### src/rtl/reaction_timer.sv
// +------------------------------------------------------------------------+
// | Module   : reaction_timer                                              |
// | Brief    : reaction-time game controller (random wait, GO lamp, timing) |
// |            Optional best-time tracking with macro REACTION_BEST_EN.    |
// | Revision : 1.0                                                         |
// +------------------------------------------------------------------------+
`default_nettype none

module reaction_timer #(
   parameter int CLKS_PER_MS  = 50000,
   parameter int MAX_REACT_MS = 9999,
   parameter int RAND_WAIT    = 2
) (
   input  logic        clk,
   input  logic        rst,
   input  logic        start,
   input  logic        react,
   input  logic [12:0] rand_num,
   output logic        new_rand,
   output logic        led_go,
   output logic        busy,
   output logic [13:0] react_ms,
   output logic        result_valid,
   output logic        false_start,
   output logic        timeout,
   output logic [13:0] best_ms
);

   localparam int c_TICK_W = (CLKS_PER_MS > 1) ? $clog2(CLKS_PER_MS) : 1;
   localparam int c_WAIT_W = (RAND_WAIT > 1) ? $clog2(RAND_WAIT) : 1;
   localparam logic [c_TICK_W-1:0] c_TICK_LAST = c_TICK_W'(CLKS_PER_MS - 1);
   localparam logic [c_WAIT_W-1:0] c_WAIT_LAST = c_WAIT_W'(RAND_WAIT - 1);
   localparam logic [13:0]         c_MAX_MS    = 14'(MAX_REACT_MS);
   localparam logic [12:0]         c_MIN_DLY   = 13'd500;
   localparam logic [12:0]         c_MAX_DLY   = 13'd5000;

   typedef enum logic [2:0] {
      S_IDLE  = 3'd0,
      S_REQ   = 3'd1,
      S_LOAD  = 3'd2,
      S_DELAY = 3'd3,
      S_GO    = 3'd4,
      S_DONE  = 3'd5,
      S_FOUL  = 3'd6
   } state_t;

   state_t               r_state;
   logic                 r_start_prev;
   logic                 r_react_prev;
   logic [c_TICK_W-1:0]  r_tick;
   logic [13:0]          r_ms;
   logic [c_WAIT_W-1:0]  r_wait;
   logic [12:0]          r_delay;
   logic                 r_new_rand;
   logic                 r_led_go;
   logic                 r_busy;
   logic                 r_valid;
   logic                 r_false;
   logic                 r_timeout;
   logic [13:0]          r_react_ms;

   logic                 w_start_edge;
   logic                 w_react_edge;
   logic                 w_tick_wrap;
   logic [13:0]          w_ms_next;
   logic                 w_delay_hit;
   logic                 w_max_hit;
   logic [12:0]          w_delay_clamp;

   assign w_start_edge  = start & ~r_start_prev;
   assign w_react_edge  = react & ~r_react_prev;
   assign w_tick_wrap   = (r_tick == c_TICK_LAST);
   assign w_ms_next     = r_ms + 14'd1;
   // Look one tick ahead so the transition lands on the edge where ms_cnt would reach the target.
   assign w_delay_hit   = w_tick_wrap && (w_ms_next == {1'b0, r_delay});
   assign w_max_hit     = w_tick_wrap && (w_ms_next == c_MAX_MS);
   assign w_delay_clamp = (rand_num < c_MIN_DLY) ? c_MIN_DLY :
                          (rand_num > c_MAX_DLY) ? c_MAX_DLY : rand_num;

   always_ff @(posedge clk or posedge rst) begin
      if (rst) begin
         r_state      <= S_IDLE;
         r_start_prev <= 1'b0;
         r_react_prev <= 1'b0;
         r_tick       <= '0;
         r_ms         <= '0;
         r_wait       <= '0;
         r_delay      <= '0;
         r_new_rand   <= 1'b0;
         r_led_go     <= 1'b0;
         r_busy       <= 1'b0;
         r_valid      <= 1'b0;
         r_false      <= 1'b0;
         r_timeout    <= 1'b0;
         r_react_ms   <= '0;
      end else begin
         r_start_prev <= start;
         r_react_prev <= react;

         if (r_state == S_DELAY || r_state == S_GO) begin
            r_tick <= w_tick_wrap ? '0 : r_tick + c_TICK_W'(1);
            if (w_tick_wrap) begin
               r_ms <= w_ms_next;
            end
         end else begin
            r_tick <= '0;
            r_ms   <= '0;
         end

         case (r_state)
            S_IDLE, S_DONE, S_FOUL: begin
               if (w_start_edge) begin
                  r_state    <= S_REQ;
                  r_new_rand <= 1'b1;
                  r_busy     <= 1'b1;
                  r_valid    <= 1'b0;
                  r_false    <= 1'b0;
                  r_timeout  <= 1'b0;
                  r_react_ms <= '0;
               end
            end
            S_REQ: begin
               r_new_rand <= 1'b0;
               r_wait     <= '0;
               r_state    <= S_LOAD;
            end
            S_LOAD: begin
               if (r_wait == c_WAIT_LAST) begin
                  r_delay <= w_delay_clamp;
                  r_state <= S_DELAY;
               end else begin
                  r_wait <= r_wait + c_WAIT_W'(1);
               end
            end
            S_DELAY: begin
               if (w_react_edge) begin
                  r_false <= 1'b1;
                  r_busy  <= 1'b0;
                  r_state <= S_FOUL;
               end else if (w_delay_hit) begin
                  r_led_go <= 1'b1;
                  r_tick   <= '0;
                  r_ms     <= '0;
                  r_state  <= S_GO;
               end
            end
            S_GO: begin
               if (w_react_edge) begin
                  r_react_ms <= r_ms;
                  r_valid    <= 1'b1;
                  r_led_go   <= 1'b0;
                  r_busy     <= 1'b0;
                  r_state    <= S_DONE;
               end else if (w_max_hit) begin
                  r_react_ms <= c_MAX_MS;
                  r_timeout  <= 1'b1;
                  r_led_go   <= 1'b0;
                  r_busy     <= 1'b0;
                  r_state    <= S_DONE;
               end
            end
            default: begin
               r_state <= S_IDLE;
            end
         endcase
      end
   end

   assign new_rand     = r_new_rand;
   assign led_go       = r_led_go;
   assign busy         = r_busy;
   assign react_ms     = r_react_ms;
   assign result_valid = r_valid;
   assign false_start  = r_false;
   assign timeout      = r_timeout;

`ifdef REACTION_BEST_EN
   logic        r_best;
   logic [13:0] r_best_ms;
   logic        w_react_hit;

   assign w_react_hit = (r_state == S_GO) && w_react_edge;

   always_ff @(posedge clk or posedge rst) begin
      if (rst) begin
         r_best_ms <= 14'd9999;
         r_best    <= 1'b0;
      end else begin
         r_best <= w_react_hit;
         if (w_react_hit && (r_ms < r_best_ms)) begin
            r_best_ms <= r_ms;
         end
      end
   end

   assign best_ms = r_best_ms;
`else
   assign best_ms = 14'd0;
`endif

endmodule

`default_nettype wire

### config.mk
export PLATFORM = sky130hd
export DESIGN_NAME = reaction_timer
export DESIGN_NICKNAME = d
export VERILOG_FILES = /design/src/rtl/reaction_timer.sv
export SDC_FILE = /design/constraint.sdc
export NUM_CORES = 1
export LEC_CHECK = 0
export CAP_MARGIN = 0
export CORE_ASPECT_RATIO = 1.1
export CORE_MARGIN = 3
export CORE_UTILIZATION = 30
export DETAILED_ROUTE_END_ITERATION = 6
export SLEW_MARGIN = 20
export SYNTH_ARGS = -nofsm -noshare
export SYNTH_HDL_FRONTEND = slang
export SYNTH_SLANG_ARGS = --single-unit
### constraint.sdc
create_clock -name clk -period 5.7 [get_ports clk]
set_input_delay 0.57 -clock clk [delete_from_list [all_inputs] [get_ports clk]]
set_output_delay 0.57 -clock clk [all_outputs]
set_load 0.03 [all_outputs]
# --- Word-level counts from Yosys, hierarchy flattened ---
# Index checks and enable logic that the tools add are counted.
totals:
  ff_bits: 69
  out_inout_bits: 34
  elab_cells: 103
op_classes:
  addsub: 3
  magnitude_cmp: 2
  n_eq_ne: 19
  n_mux: 41
  bitwise_logic: 4
  n_reduce_logical: 20
op_table:
  columns: ["operator", "count"]
  rows:
  - ["$mux W14", 8]
  - ["$mux W16", 5]
  - ["$pmux W14 S2", 1]
  - ["$mux W13", 2]
  - ["$mux W3", 6]
  - ["$add A16 B1 Y16 const B", 1]
  - ["$eq A16 B16 Y1 const B", 1]
  - ["$ne A2 B2 Y1 const B", 8]
  - ["$reduce_and A4 Y1", 4]
  - ["$pmux W3 S5", 1]
  - ["$add A14 B1 Y14 const B", 1]
  - ["$eq A14 B13 Y1", 1]
  - ["$eq A14 B14 Y1 const B", 1]
  - ["$gt A13 B13 Y1 const B", 1]
  - ["$lt A13 B9 Y1 const B", 1]
  - ["$pmux W1 S2", 6]
  - ["$mux W1", 11]
  - ["$reduce_bool A2 Y1", 5]
  - ["$eq A3 B3 Y1 const B", 3]
  - ["$reduce_and A3 Y1", 3]
  - ["$eq A3 B2 Y1 const B", 2]
  - ["$ne A3 B3 Y1 const B", 2]
  - ["$reduce_and A2 Y1", 2]
  - ["$eq A3 B1 Y1 const B", 1]
  - ["other kinds (9)", 12]

# --- Depth between registers and ports, before layout ---
logic_depth:
  depth_word: 6
  ltp_mapped: 11

# --- Worst setup path before layout ---
# OpenSTA, ideal clock, no wires.
synth_path:
  kind: "reg-to-reg"
  start: "register r_ms[1]"
  end: "register r_state[0]"
  setup_time_ps: 135
  arrival_time_ps: 2378
  setup_slack_ps: 3187
  stages_incl_launch_ff: 10
  path_buffers: 1
  path_cell_list: "dfrtp_1 -> ha_1 -> nand3_1 -> clkbuf_1 -> nor4_1 -> nor4_2 -> or3b_1 -> or4_1 -> o21ai_1 -> o211ai_1"
synth_via:
  elab_chain_cells: 5
synth_rtl:
  columns: ["item", "line", "source"]
  rows:
  - ["start: declaration", "51", "logic [13:0] r_ms;"]
  - ["start signal: assignment", "103", "r_ms <= w_ms_next;"]
  - ["$add A14 B1 Y14 *", "73", "assign w_ms_next = r_ms + 14'd1;"]
  - ["$eq A14 B13 Y1 / $eq A14 B14 Y1 (equally long branches)", "75, 76", null]
  - ["$logic_and A1 B1 Y1, on equally long branches", "75, 76", null]
  - ["$ne A3 B3 Y1 (no line)", null, null]
  - ["$reduce_and A4 Y1 (no line) *", null, null]
  - ["end signal: assignment", "82", "r_state <= S_IDLE;"]
  - ["end signal: assignment", "113", "r_state <= S_REQ;"]
  - ["end signal: assignment", "125", "r_state <= S_LOAD;"]
  - ["end: declaration", "47", "state_t r_state;"]
# Every way passes the cells marked *; elsewhere a longest branch is shown, timed or not.
# A chain may end at the register's enable or synchronous reset.

# --- Final worst setup path ---
layout_path:
  start: "register r_ms[0]"
  end: "register r_ms[3]"
layout_via:
  elab_chain_cells: 6
layout_rtl:
  columns: ["item", "line", "source"]
  rows:
  - ["$add A14 B1 Y14 *", "73", null]
  - ["$eq A14 B13 Y1 / $mux W14 (equally long branches)", "75, 102", null]
  - ["$logic_and A1 B1 Y1 / $mux W14 (equally long branches)", "75, 100", null]
  - ["$mux W14", "140", "end else if (w_delay_hit) begin"]
  - ["$mux W14", "136", "if (w_react_edge) begin"]
  - ["$mux W14 *", "110", "case (r_state)"]
# Marks and branches as above.

==> results.rst <==
.. list-table::
   :header-rows: 1

   * - Metric
     - Value
   * - Antenna Nets Post-Route
     - 0
   * - Routed wire length on met3
     - 502 um
   * - Largest fanout on the critical path
     - 14
   * - Via count of the first global-routing pass
     - 3214
   * - Worst slack at placement
     - 2.34 ns
   * - Crit Path Category
     - flip-flop to flip-flop
   * - Startpoint kind of the worst setup timing path
     - flip-flop
   * - CP required
     - 5.88 ns
   * - Most frequent cells after synthesis
     - dfrtp_1, nand2_1, nor2_1
   * - Wire length of the first global-routing pass
     - 16200 um
   * - Number of hold violations in the final report
     - 0
   * - Register-to-Register Path Depth
     - 7
   * - Setup repair after global routing missed its margin
     - false
   * - Final setup slack of the worst path
     - 2.35 ns
   * - Die Width
     - 118 um
   * - Core utilization of the finished layout
     - 36.4%
   * - Measured slew at the worst slew-check pin
     - 0.903 ns
   * - Syn. warnings
     - 0
   * - GRT overflow
     - 0
   * - Worst reg2reg startpoint
     - r_ms[0]
   * - Synth area leaders
     - dfrtp_1, nand2_1, xor2_1
   * - First-iteration detailed-routing DRC count
     - 183
   * - Non-Filler Cell Area, Final
     - 4840 um2
   * - Fraction of layout cells with a size suffix above 1
     - 8.63%
   * - Layout net count
     - 490
   * - Leakage power figure
     - 0.00208 uW
   * - Number of setup violations in the final report
     - 0
   * - Number of placed instances with taps included
     - 643
   * - End of the worst register-to-register path
     - r_ms[3]
   * - Gp weighted congestion
     - 0.862
   * - Number of instances on the worst hold path
     - 1
   * - Fraction of synthesized cell area taken by the top area cell type
     - 41.9%
   * - Worst VDD drop
     - 0.229 mV
   * - Count of hold buffers inserted by post-cts repair
     - 0
   * - Flops & latches, synth
     - 69
   * - Most used DFF post-synth
     - dfrtp_1
   * - TritonCTS clock tree
     - done
   * - Die Span Y
     - 129 um
   * - Hold_sp
     - r_tick[0]
   * - Number of enable-type register cells in the synthesized netlist
     - 0
   * - Number of buffers added for setup after CTS
     - 0
   * - Sinks on Clock Net
     - 69
   * - Worst-Skew Late Latency
     - 0.34 ns
   * - H-tree depth
     - 3
   * - Share of synthesized flip-flops with an asynchronous set or reset
     - 100%
   * - Crit path DAT
     - 3.53 ns
   * - Routed via count
     - 3316
   * - Setup TNS
     - 0 ns
   * - Instance area after placement
     - 4520 um2
   * - Run status
     - finished, final reports clean
   * - Number of I/O pins
     - 51
   * - Die ar.
     - 15200 um2
   * - Final cycle utilization of the critical path
     - 58.7%
   * - Number of buffers on the longest clock path
     - 2
   * - Mean number of vias per cell
     - 5.03
   * - Power Density
     - 383 nW/um2
   * - Starting Density
     - 31.0%
   * - Seq/Total Area, Yosys
     - 41.9%
   * - Diodes inserted
     - 0
   * - Clock buffer count from CTS
     - 9
   * - Top-count cell post-synth
     - dfrtp_1
   * - Quantity of I/O buffers inserted on ports
     - 36
   * - Post-synthesis area per instance
     - 9.11 um2
   * - Core Region
     - 13300 um2
   * - Core Rows
     - 44
   * - Total Routing Usage GR
     - 13.1%
   * - Terminating pin of the worst hold path
     - r_tick[0]
   * - Total count of max-transition violations in the final report
     - 0
   * - Count of different cell masters after synthesis
     - 61
   * - Most area-hungry cell type in the Yosys netlist
     - dfrtp_1
   * - Critical Path End Type
     - flip-flop
   * - Detailed-routed wire length on met2
     - 4330 um
   * - Instance count of the mapped netlist
     - 453
   * - Achievable Freq
     - 299 MHz
   * - Clock transition at the register clock pins on the worst setup and hold paths after CTS
     - 0.06 ns
   * - Hold Crit Class
     - flip-flop to flip-flop
   * - DR WL/cell
     - 14.4 um
   * - Uppermost layer routed
     - met4
   * - Slack of the worst reg-to-reg path
     - 2.35 ns
   * - Largest net degree at the start of global routing
     - 70
   * - Estimated wirelength of the detail-placed design
     - 6890 um
   * - Max Cap Violations
     - 0
   * - Cell area after synthesis
     - 4130 um2
   * - Area growth, synth to finish
     - 17.4%
   * - Minimum clock period after layout
     - 3.35 ns
   * - Initial antenna violation count
     - 0
   * - DRC Markers
     - 0
   * - Routed metal-1 wirelength
     - 4470 um
   * - Filler-free cell count of the finished design
     - 659
   * - First-pass iteration count of the detailed router
     - 4
   * - CTS Root Cell
     - clkbuf_16
   * - Wire length reported by the detailed router
     - 9520 um
   * - Worst max-slew margin expressed relative to the limit
     - 39.8%
   * - Final clock skew
     - 0.0102 ns
   * - Resized Gates After CTS
     - 0
-- routing by layer --
layer,up-vias,track usage [%]
met5,-,0
li1,1610,-
met3,20,3.65
met4,0,5.17
met1,1601,17.5
met2,85,20.2
-- where the power goes --
group / switching, uW / total [uW] / internal, uW
clock: 214 / 599 / 385
combinational: 330 / 563 / 233
sequential: 106 / 692 / 587
-- kinds of logic (layout without fill, tap and decap cells) --
family	count (synthesis)	in the layout	synth area share (%)
AOI/OAI and AO/OA	80	80	14.9
xor gates and xnor gates	43	43	9.13
adders and majority gates	3	3	0.910
buffers and inverters	51	60	6.85
DFF	69	69	41.9
muxes	1	1	0.364
other	1	14	0.0909
and+or+nand+nor	205	205	25.9
-- layout by cell type (no fill, tap or decap), drive strengths merged, types with 9 or more instances in the layout --
cell type,netlist,final
nand4,11,11
and3,11,11
nand2,58,58
o21ai,18,18
nor2,48,48
dfrtp,69,69
nor3,9,9
nand3,14,14
a21oi,10,10
xor2,24,24
nand2b,9,9
conb,1,14
xnor2,19,19
clkdlybuf4s50,0,36
clkbuf,18,9
-- sequential cells by signal (all words and copies together), names as in the netlist, 3 cells and up --
register  count
react_ms     14
r_delay      13
r_ms         14
r_state       3
r_tick       16
-- critical path, stage by stage, from the launching register on --
cell	delay, ns
dfrtp_1	0.57
ha_1	0.33
and3_1	0.38
nand4_1	0.19
xor2_1	0.49
o211ai_1	0.24
a2111oi_4	0.87
nor2_1	0.12
-- worst max-delay path by stage --
stage,start,cells after the start,endpoint,slack [ns]
floorplan,r_ms[1],9,r_state[0],3.19
global placement,r_ms[0],7,r_ms[4],2.48
detailed placement,r_ms[0],7,r_ms[7],2.34
CTS,r_ms[0],7,r_ms[3],2.32
global route,r_ms[0],7,r_ms[4],2.00
finish,r_ms[0],7,r_ms[3],2.35
-- stage by stage --
| step | total power [uW] | hold slack [ns] |
|---|---|---|
| floorplan | 1080 | 0.425 |
| global route | 1970 | 0.472 |
| global placement | 1260 | 0.435 |
| finish | 1850 | 0.448 |
| CTS | 1880 | 0.452 |
| detailed placement | 1270 | 0.444 |
-- layout make-up --
cell class / instances / area (um2)
multi-input cells: 346 / 2160
flip-flops and latches: 69 / 1730
clock buffers: 9 / 225
repair buffers: 38 / 375
inverters: 6 / 22.5
fillers: 1400 / 8480
well taps: 184 / 230
clock inverters: 7 / 98.8
No activity file was read; power rests on OpenSTA's default activity.
